==> src/rtl/router_pkg.sv <==
`default_nettype none
// ============================================================================
//  Module      : router_pkg
//  Description : Shared router types: output-port encoding, the idle-port
//                marker and the per-output switch-allocation state.
//  Revision    : 1.0 - initial release
// ============================================================================
package router_pkg;

    // Number of router ports: N, E, S, W, LOCAL
    localparam int c_num_router_ports = 5;

    // Width of the output-port encoding
    localparam int c_port_w = 3;

    // Requested output port of an input unit; NONE_PORT means no target
    typedef enum logic [c_port_w-1:0] {
        PORT_NORTH = 3'd0,
        PORT_EAST  = 3'd1,
        PORT_SOUTH = 3'd2,
        PORT_WEST  = 3'd3,
        PORT_LOCAL = 3'd4,
        NONE_PORT  = 3'd7
    } PORT_t;

    // Per-output switch allocation state
    typedef enum logic [0:0] {
        FREE      = 1'b0,
        ALLOCATED = 1'b1
    } SW_ALLOC_STATE_t;

endpackage : router_pkg
`default_nettype wire

==> src/rtl/rr_arbiter.sv <==
`default_nettype none
// ============================================================================
//  Module      : rr_arbiter
//  Description : Combinational round-robin arbiter. Scans the request vector
//                starting at the priority pointer, wrapping at NUM_PORTS,
//                and returns a one-hot grant (all zero when nothing requests).
//  Revision    : 1.0 - initial release
// ============================================================================
module rr_arbiter #(
    parameter int NUM_PORTS = 5,
    parameter int SEL_W     = $clog2(NUM_PORTS)
) (
    input  logic [NUM_PORTS-1:0] i_req,
    input  logic [SEL_W-1:0]     i_ptr,
    output logic [NUM_PORTS-1:0] o_grant
);

    // One extra bit holds ptr + offset before the wrap correction
    localparam int c_sum_w = SEL_W + 1;

    logic [c_sum_w-1:0] w_sum;
    logic [SEL_W-1:0]   w_idx;
    logic               w_found;

    // First requester at or after the pointer, in circular order, wins
    always_comb begin
        o_grant = '0;
        w_found = 1'b0;
        w_sum   = '0;
        w_idx   = '0;
        for (int k = 0; k < NUM_PORTS; k++) begin
            w_sum = {1'b0, i_ptr} + c_sum_w'(k);
            if (w_sum >= c_sum_w'(NUM_PORTS)) begin
                w_sum = w_sum - c_sum_w'(NUM_PORTS);
            end
            w_idx = w_sum[SEL_W-1:0];
            if (!w_found && i_req[w_idx]) begin
                o_grant[w_idx] = 1'b1;
                w_found        = 1'b1;
            end
        end
    end

endmodule : rr_arbiter
`default_nettype wire

==> src/rtl/switch_allocator.sv <==
`default_nettype none
// ============================================================================
//  Module      : switch_allocator
//  Description : Router switch allocator. Each output port owns a FREE /
//                ALLOCATED state machine and a round-robin pointer. A FREE
//                output grants one requesting input; the grant persists until
//                the owner signals its tail flit or withdraws its request.
//  Revision    : 1.0 - initial release
// ============================================================================
module switch_allocator
    import router_pkg::*;
#(
    parameter int NUM_PORTS = c_num_router_ports,
    parameter int SEL_W     = $clog2(NUM_PORTS)
) (
    input  logic                            clk,
    input  logic                            reset_n,
    input  logic [NUM_PORTS-1:0]            i_switch_req,
    input  PORT_t [NUM_PORTS-1:0]           i_target_port,
    input  logic [NUM_PORTS-1:0]            i_packet_done,
    output logic [NUM_PORTS-1:0]            o_switch_ack,
    output logic [NUM_PORTS-1:0][SEL_W-1:0] o_xbar_sel,
    output logic [NUM_PORTS-1:0]            o_out_valid
);

    // Per-output registered state
    SW_ALLOC_STATE_t    r_state     [NUM_PORTS];
    logic [SEL_W-1:0]   r_ptr       [NUM_PORTS];
    logic [SEL_W-1:0]   r_sel       [NUM_PORTS];

    // Per-output next-state values
    SW_ALLOC_STATE_t    w_state_nxt [NUM_PORTS];
    logic [SEL_W-1:0]   w_ptr_nxt   [NUM_PORTS];
    logic [SEL_W-1:0]   w_sel_nxt   [NUM_PORTS];

    // Per-output arbitration signals
    logic [NUM_PORTS-1:0] w_req     [NUM_PORTS];
    logic [NUM_PORTS-1:0] w_grant   [NUM_PORTS];
    logic [SEL_W-1:0]     w_win_idx [NUM_PORTS];
    logic                 w_release [NUM_PORTS];

    // Inputs currently holding a grant (decoded from registered state only)
    logic [NUM_PORTS-1:0] w_ack;

    // Request matrix: an input competes for its target only while unacked
    always_comb begin
        for (int j = 0; j < NUM_PORTS; j++) begin
            w_req[j] = '0;
            for (int i = 0; i < NUM_PORTS; i++) begin
                w_req[j][i] = i_switch_req[i]
                              && (i_target_port[i] != NONE_PORT)
                              && (i_target_port[i] == c_port_w'(j))
                              && !w_ack[i];
            end
        end
    end

    // One round-robin arbiter per output port
    generate
        for (genvar g = 0; g < NUM_PORTS; g++) begin : g_out_arb
            rr_arbiter #(
                .NUM_PORTS (NUM_PORTS),
                .SEL_W     (SEL_W)
            ) u_rr_arbiter (
                .i_req   (w_req[g]),
                .i_ptr   (r_ptr[g]),
                .o_grant (w_grant[g])
            );
        end
    endgenerate

    // Next-state: grant a FREE output, release an ALLOCATED one on done/abort
    always_comb begin
        for (int j = 0; j < NUM_PORTS; j++) begin
            w_state_nxt[j] = r_state[j];
            w_ptr_nxt[j]   = r_ptr[j];
            w_sel_nxt[j]   = r_sel[j];
            w_win_idx[j]   = '0;
            for (int i = 0; i < NUM_PORTS; i++) begin
                if (w_grant[j][i]) begin
                    w_win_idx[j] = SEL_W'(i);
                end
            end
            // Owner finishing its packet or dropping its request frees the port
            w_release[j] = i_packet_done[r_sel[j]] || !i_switch_req[r_sel[j]];

            case (r_state[j])
                FREE: begin
                    if (|w_grant[j]) begin
                        w_state_nxt[j] = ALLOCATED;
                        w_sel_nxt[j]   = w_win_idx[j];
                        w_ptr_nxt[j]   = (w_win_idx[j] == SEL_W'(NUM_PORTS - 1))
                                         ? '0 : (w_win_idx[j] + SEL_W'(1));
                    end
                end
                ALLOCATED: begin
                    if (w_release[j]) begin
                        w_state_nxt[j] = FREE;
                    end
                end
                default: begin
                    w_state_nxt[j] = FREE;
                end
            endcase
        end
    end

    // State, pointer and crossbar-select registers with asynchronous reset
    always_ff @(posedge clk or negedge reset_n) begin
        if (!reset_n) begin
            for (int j = 0; j < NUM_PORTS; j++) begin
                r_state[j] <= FREE;
                r_ptr[j]   <= '0;
                r_sel[j]   <= '0;
            end
        end else begin
            for (int j = 0; j < NUM_PORTS; j++) begin
                r_state[j] <= w_state_nxt[j];
                r_ptr[j]   <= w_ptr_nxt[j];
                r_sel[j]   <= w_sel_nxt[j];
            end
        end
    end

    // Outputs decoded from registered state: valid, select and per-input ack
    always_comb begin
        w_ack = '0;
        for (int j = 0; j < NUM_PORTS; j++) begin
            o_out_valid[j] = (r_state[j] == ALLOCATED);
            o_xbar_sel[j]  = r_sel[j];
            for (int i = 0; i < NUM_PORTS; i++) begin
                if ((r_state[j] == ALLOCATED) && (r_sel[j] == SEL_W'(i))) begin
                    w_ack[i] = 1'b1;
                end
            end
        end
        o_switch_ack = w_ack;
    end

endmodule : switch_allocator
`default_nettype wire

==> config.mk <==
export PLATFORM = sky130hd
export DESIGN_NAME = switch_allocator
export DESIGN_NICKNAME = d
export VERILOG_FILES = /design/src/rtl/router_pkg.sv /design/src/rtl/rr_arbiter.sv /design/src/rtl/switch_allocator.sv
export SDC_FILE = /design/constraint.sdc
export NUM_CORES = 1
export LEC_CHECK = 0
export ABC_AREA = 1
export CAP_MARGIN = 20
export CORE_MARGIN = 3
export CORE_UTILIZATION = 62
export CTS_CLUSTER_SIZE = 30
export DETAILED_ROUTE_END_ITERATION = 7
export PLACE_DENSITY_LB_ADDON = 0.05
export SYNTH_ARGS = -nofsm -noshare
export SYNTH_HDL_FRONTEND = slang
export SYNTH_SLANG_ARGS = --single-unit
export TNS_END_PERCENT = 5
==> constraint.sdc <==
create_clock -name clk -period 4.54 [get_ports clk]
set_input_delay 0.908 -clock clk [delete_from_list [all_inputs] [get_ports clk]]
set_output_delay 0.908 -clock clk [all_outputs]
set_load 0.02 [all_outputs]
==> impl_metrics.csv <==
group,metric,value,unit
job,maxCapViolations,0,
placement,place_congestion,1.04,
setup_path,max_stage_delay,0.58,ns
sta,period_share,84.7,%
setup_path,path_max_fanout,7,
floorplanning,dieArea,14200,µm²
setup_path,path_buf_inv,4,
setup_path,crit_top_cell,"nand2_1",
sta,timing.final.hold_violations,0,
clock_tree,cts_tree,"built",
setup_path,cp_data_arrival_time,4.02,ns
synthesis,synth_seq_cells,35,
sta,fin_crit,3.84,ns
setup_path,cp.required,4.72,ns
clock_tree,clk_latency,0.29,ns
clock_tree,clock-sinks,35,
synthesis,yosysWarnings,0,
detailed_routing,drt_first_pass_iters,6,
detailed_routing,postRouteWirelength,24200,µm
floorplanning,core,12300,µm²
grt,grtUsageTotal,33.1,%
sta,drv_slew,0,
synthesis,synth_largest_area_cell,"nand2_1",
sta,rsz0062_at_grt,"no",
clock_tree,cts_buffers,5,
cells_and_area,area_growth,10.8,%
grt,grt_overflow,0,
sta,final.setup.tns,0,ns
synthesis,postSynthCellCount,1455,
placement,io_buffers,51,
setup_path,cp-start-kind,"input pin",
min_path,hp-class,"flop to flop",
placement,post-dp-hpwl,19100,µm
floorplanning,fp-row-count,40,
setup_path,path_cells,"clkdlybuf4s50_1, inv_1, nor4_1, and2_1, nand3_1, nand2_1, nand3_2, nand3_2, inv_1, nand3_1, nand2_1, nor2_2, nand2_1, ha_1, inv_1, nor2_1, nand3_1, nand2_1",
detailed_routing,wl_per_cell,14.4,µm
floorplanning,die_height,119,µm
floorplanning,io_pins,52,
sta,fin_skew,0.00246,ns
clock_tree,clock_path_buffers,2,
setup_path,cpMaxStageDelayCell,"clkdlybuf4s50_1",
synthesis,synth_cell_types,47,
cells_and_area,num_antenna_cells,0,
detailed_routing,initialDrtViolationCount,1047,
sta,relSlewSlack,33.4,%
clock_tree,cts_hold_buf,0,
sta,fmax,260,MHz
cells_and_area,final_net_count,1587,
floorplanning,die_w,119,µm
clock_tree,htreeDepth,2,
grt,grt_pass1_vias,8614,
sta,setup_violations,0,
synthesis,synthesis.nets,1532,
clock_tree,cts_root_buf,"clkbuf_16",
synthesis,yosysTopAreaCellShare,20.6,%
floorplanning,start_util,64.8,%
detailed_routing,ant_nets,0,
sta,worst_pin_slew,0.998,ns
clock_tree,path_clk_slew,0.06,ns
synthesis,synth.area.top_cells,"nand2_1 (21%), nand3_1 (13%), dfrtp_1 (11%), nor2_1 (9.9%), inv_1 (9.6%)",
outcome,status,"completed",
setup_path,critPathTopFamily,"simple AND/OR/NAND/NOR gates",
cells_and_area,drive_above_1_share,8.54,%
synthesis,synthesis.area,7950,µm²
setup_path,critPathCaptureType,"flop",
detailed_routing,viasPerCell,5.67,
detailed_routing,drc,0,
detailed_routing,vias,9521,
grt,grt_pass1_wl,39600,µm
grt,grt_max_degree,36,
clock_tree,cts_resized,0,
sta,holdWs,0.586,ns
synthesis,ys_seq_area_share,11.0,%
setup_path,crit_type,"input pin to flop",
synthesis,avgSynthCellArea,5.46,µm²
grt,antenna_found_initial,0,
clock_tree,cts_setup_buffers,0,
through the flow:
step                      util [%]  cell area (µm²)  setup WS [ns]  instances
after CTS                     71.8             8810          0.841       1679
after global routing          71.8             8810          0.429       1679
after floorplan                  -             7950           1.39       1455
final                         71.8             8810          0.696       1679
after global placement        70.4             8630          0.590       1671
after detailed placement      70.4             8630          0.558       1671
flip-flops by register name, summed over array words and instances, names as in the netlist:
signal and flops:
o_xbar_sel 15, r_ptr 15, o_out_valid 5
metal layers:
layer  up-vias  GRT usage [%]  wire, µm
li1       4796              -         -
met5         -              0         0
met1      4225           43.5     10300
met2       437           56.1     11200
met3        63           5.51      2100
met4         0           8.83       580
final timing paths:
path / end / startpoint / slack [ns] / cells past startpoint
max: r_ptr[13] / i_switch_req[4] / 0.70 / 18
min: o_xbar_sel[11] / o_xbar_sel[11] / 0.59 / 2
max reg2reg: r_ptr[13] / r_ptr[12] / 0.78 / 20
min reg2reg: o_xbar_sel[11] / o_xbar_sel[11] / 0.59 / 2
max in group asynchronous: r_ptr[14] / reset_n / 3.28 / 1
min in group asynchronous: r_ptr[5] / reset_n / 0.72 / 1
synth_stat cells (all sizes together):
| cell | n |
|---|---|
| nand2 | 449 |
| nor2 | 251 |
| nand3 | 247 |
| inv | 214 |
| o21ai | 67 |
| ha | 45 |
| dfrtp | 35 |
| nand4 | 30 |
| nor3 | 22 |
| o22ai | 14 |
| xor2 | 14 |
| a21oi | 13 |
| buf | 11 |
| nand3b | 7 |
| nor4 | 7 |
| fa | 5 |
| xnor2 | 5 |
| a2111oi | 2 |
| and2 | 2 |
| clkinv | 2 |
| nor3b | 2 |
| o211ai | 2 |
| o21a | 2 |
| or2 | 2 |
| a211oi | 1 |
| a221oi | 1 |
| a22oi | 1 |
| o221a | 1 |
| o31ai | 1 |
placed cells by master (no fill, tap or decap), drive strengths merged, types with 2 or more instances in the layout:
cell type	n
clkinv	3
o22ai	14
ha	45
clkdlybuf4s50	50
xor2	14
or2	2
fa	5
o21a	2
a2111oi	2
nand4	30
inv	214
nand3	247
a21oi	13
nor3	22
buf	9
clkbuf	6
nand2	449
xnor2	5
dfrtp	35
o211ai	2
and2	2
nand3b	7
nor4	7
nor3b	2
o21ai	67
nor2	251
area by class of cell:
class / count / area [µm²]
Clock buffer: 6 / 139
Sequential cell: 35 / 876
Fill cell: 1131 / 3450
Inverter: 216 / 811
Timing Repair Buffer: 59 / 566
Clock inverter: 2 / 35.0
Tap cell: 168 / 210
Multi-Input combinational cell: 1193 / 6170
cells by family after synthesis:
logic type	count (synthesis)	share of synthesized area, %
buffers and inverters	227	11.4
AOI/OAI and AO/OA	105	7.46
xor gates and xnor gates	19	2.19
adders and majority gates	50	8.34
DFF	35	11.0
and+or+nand+nor	1019	59.6
worst min-delay path: stages, from the launching register on:
cell and delay, ns:
dfrtp_1 0.43, nand2_1 0.07, nand2_1 0.05
Power is not shown: default switching activity piles up to over one toggle a cycle in this logic, so the estimate is an artifact.
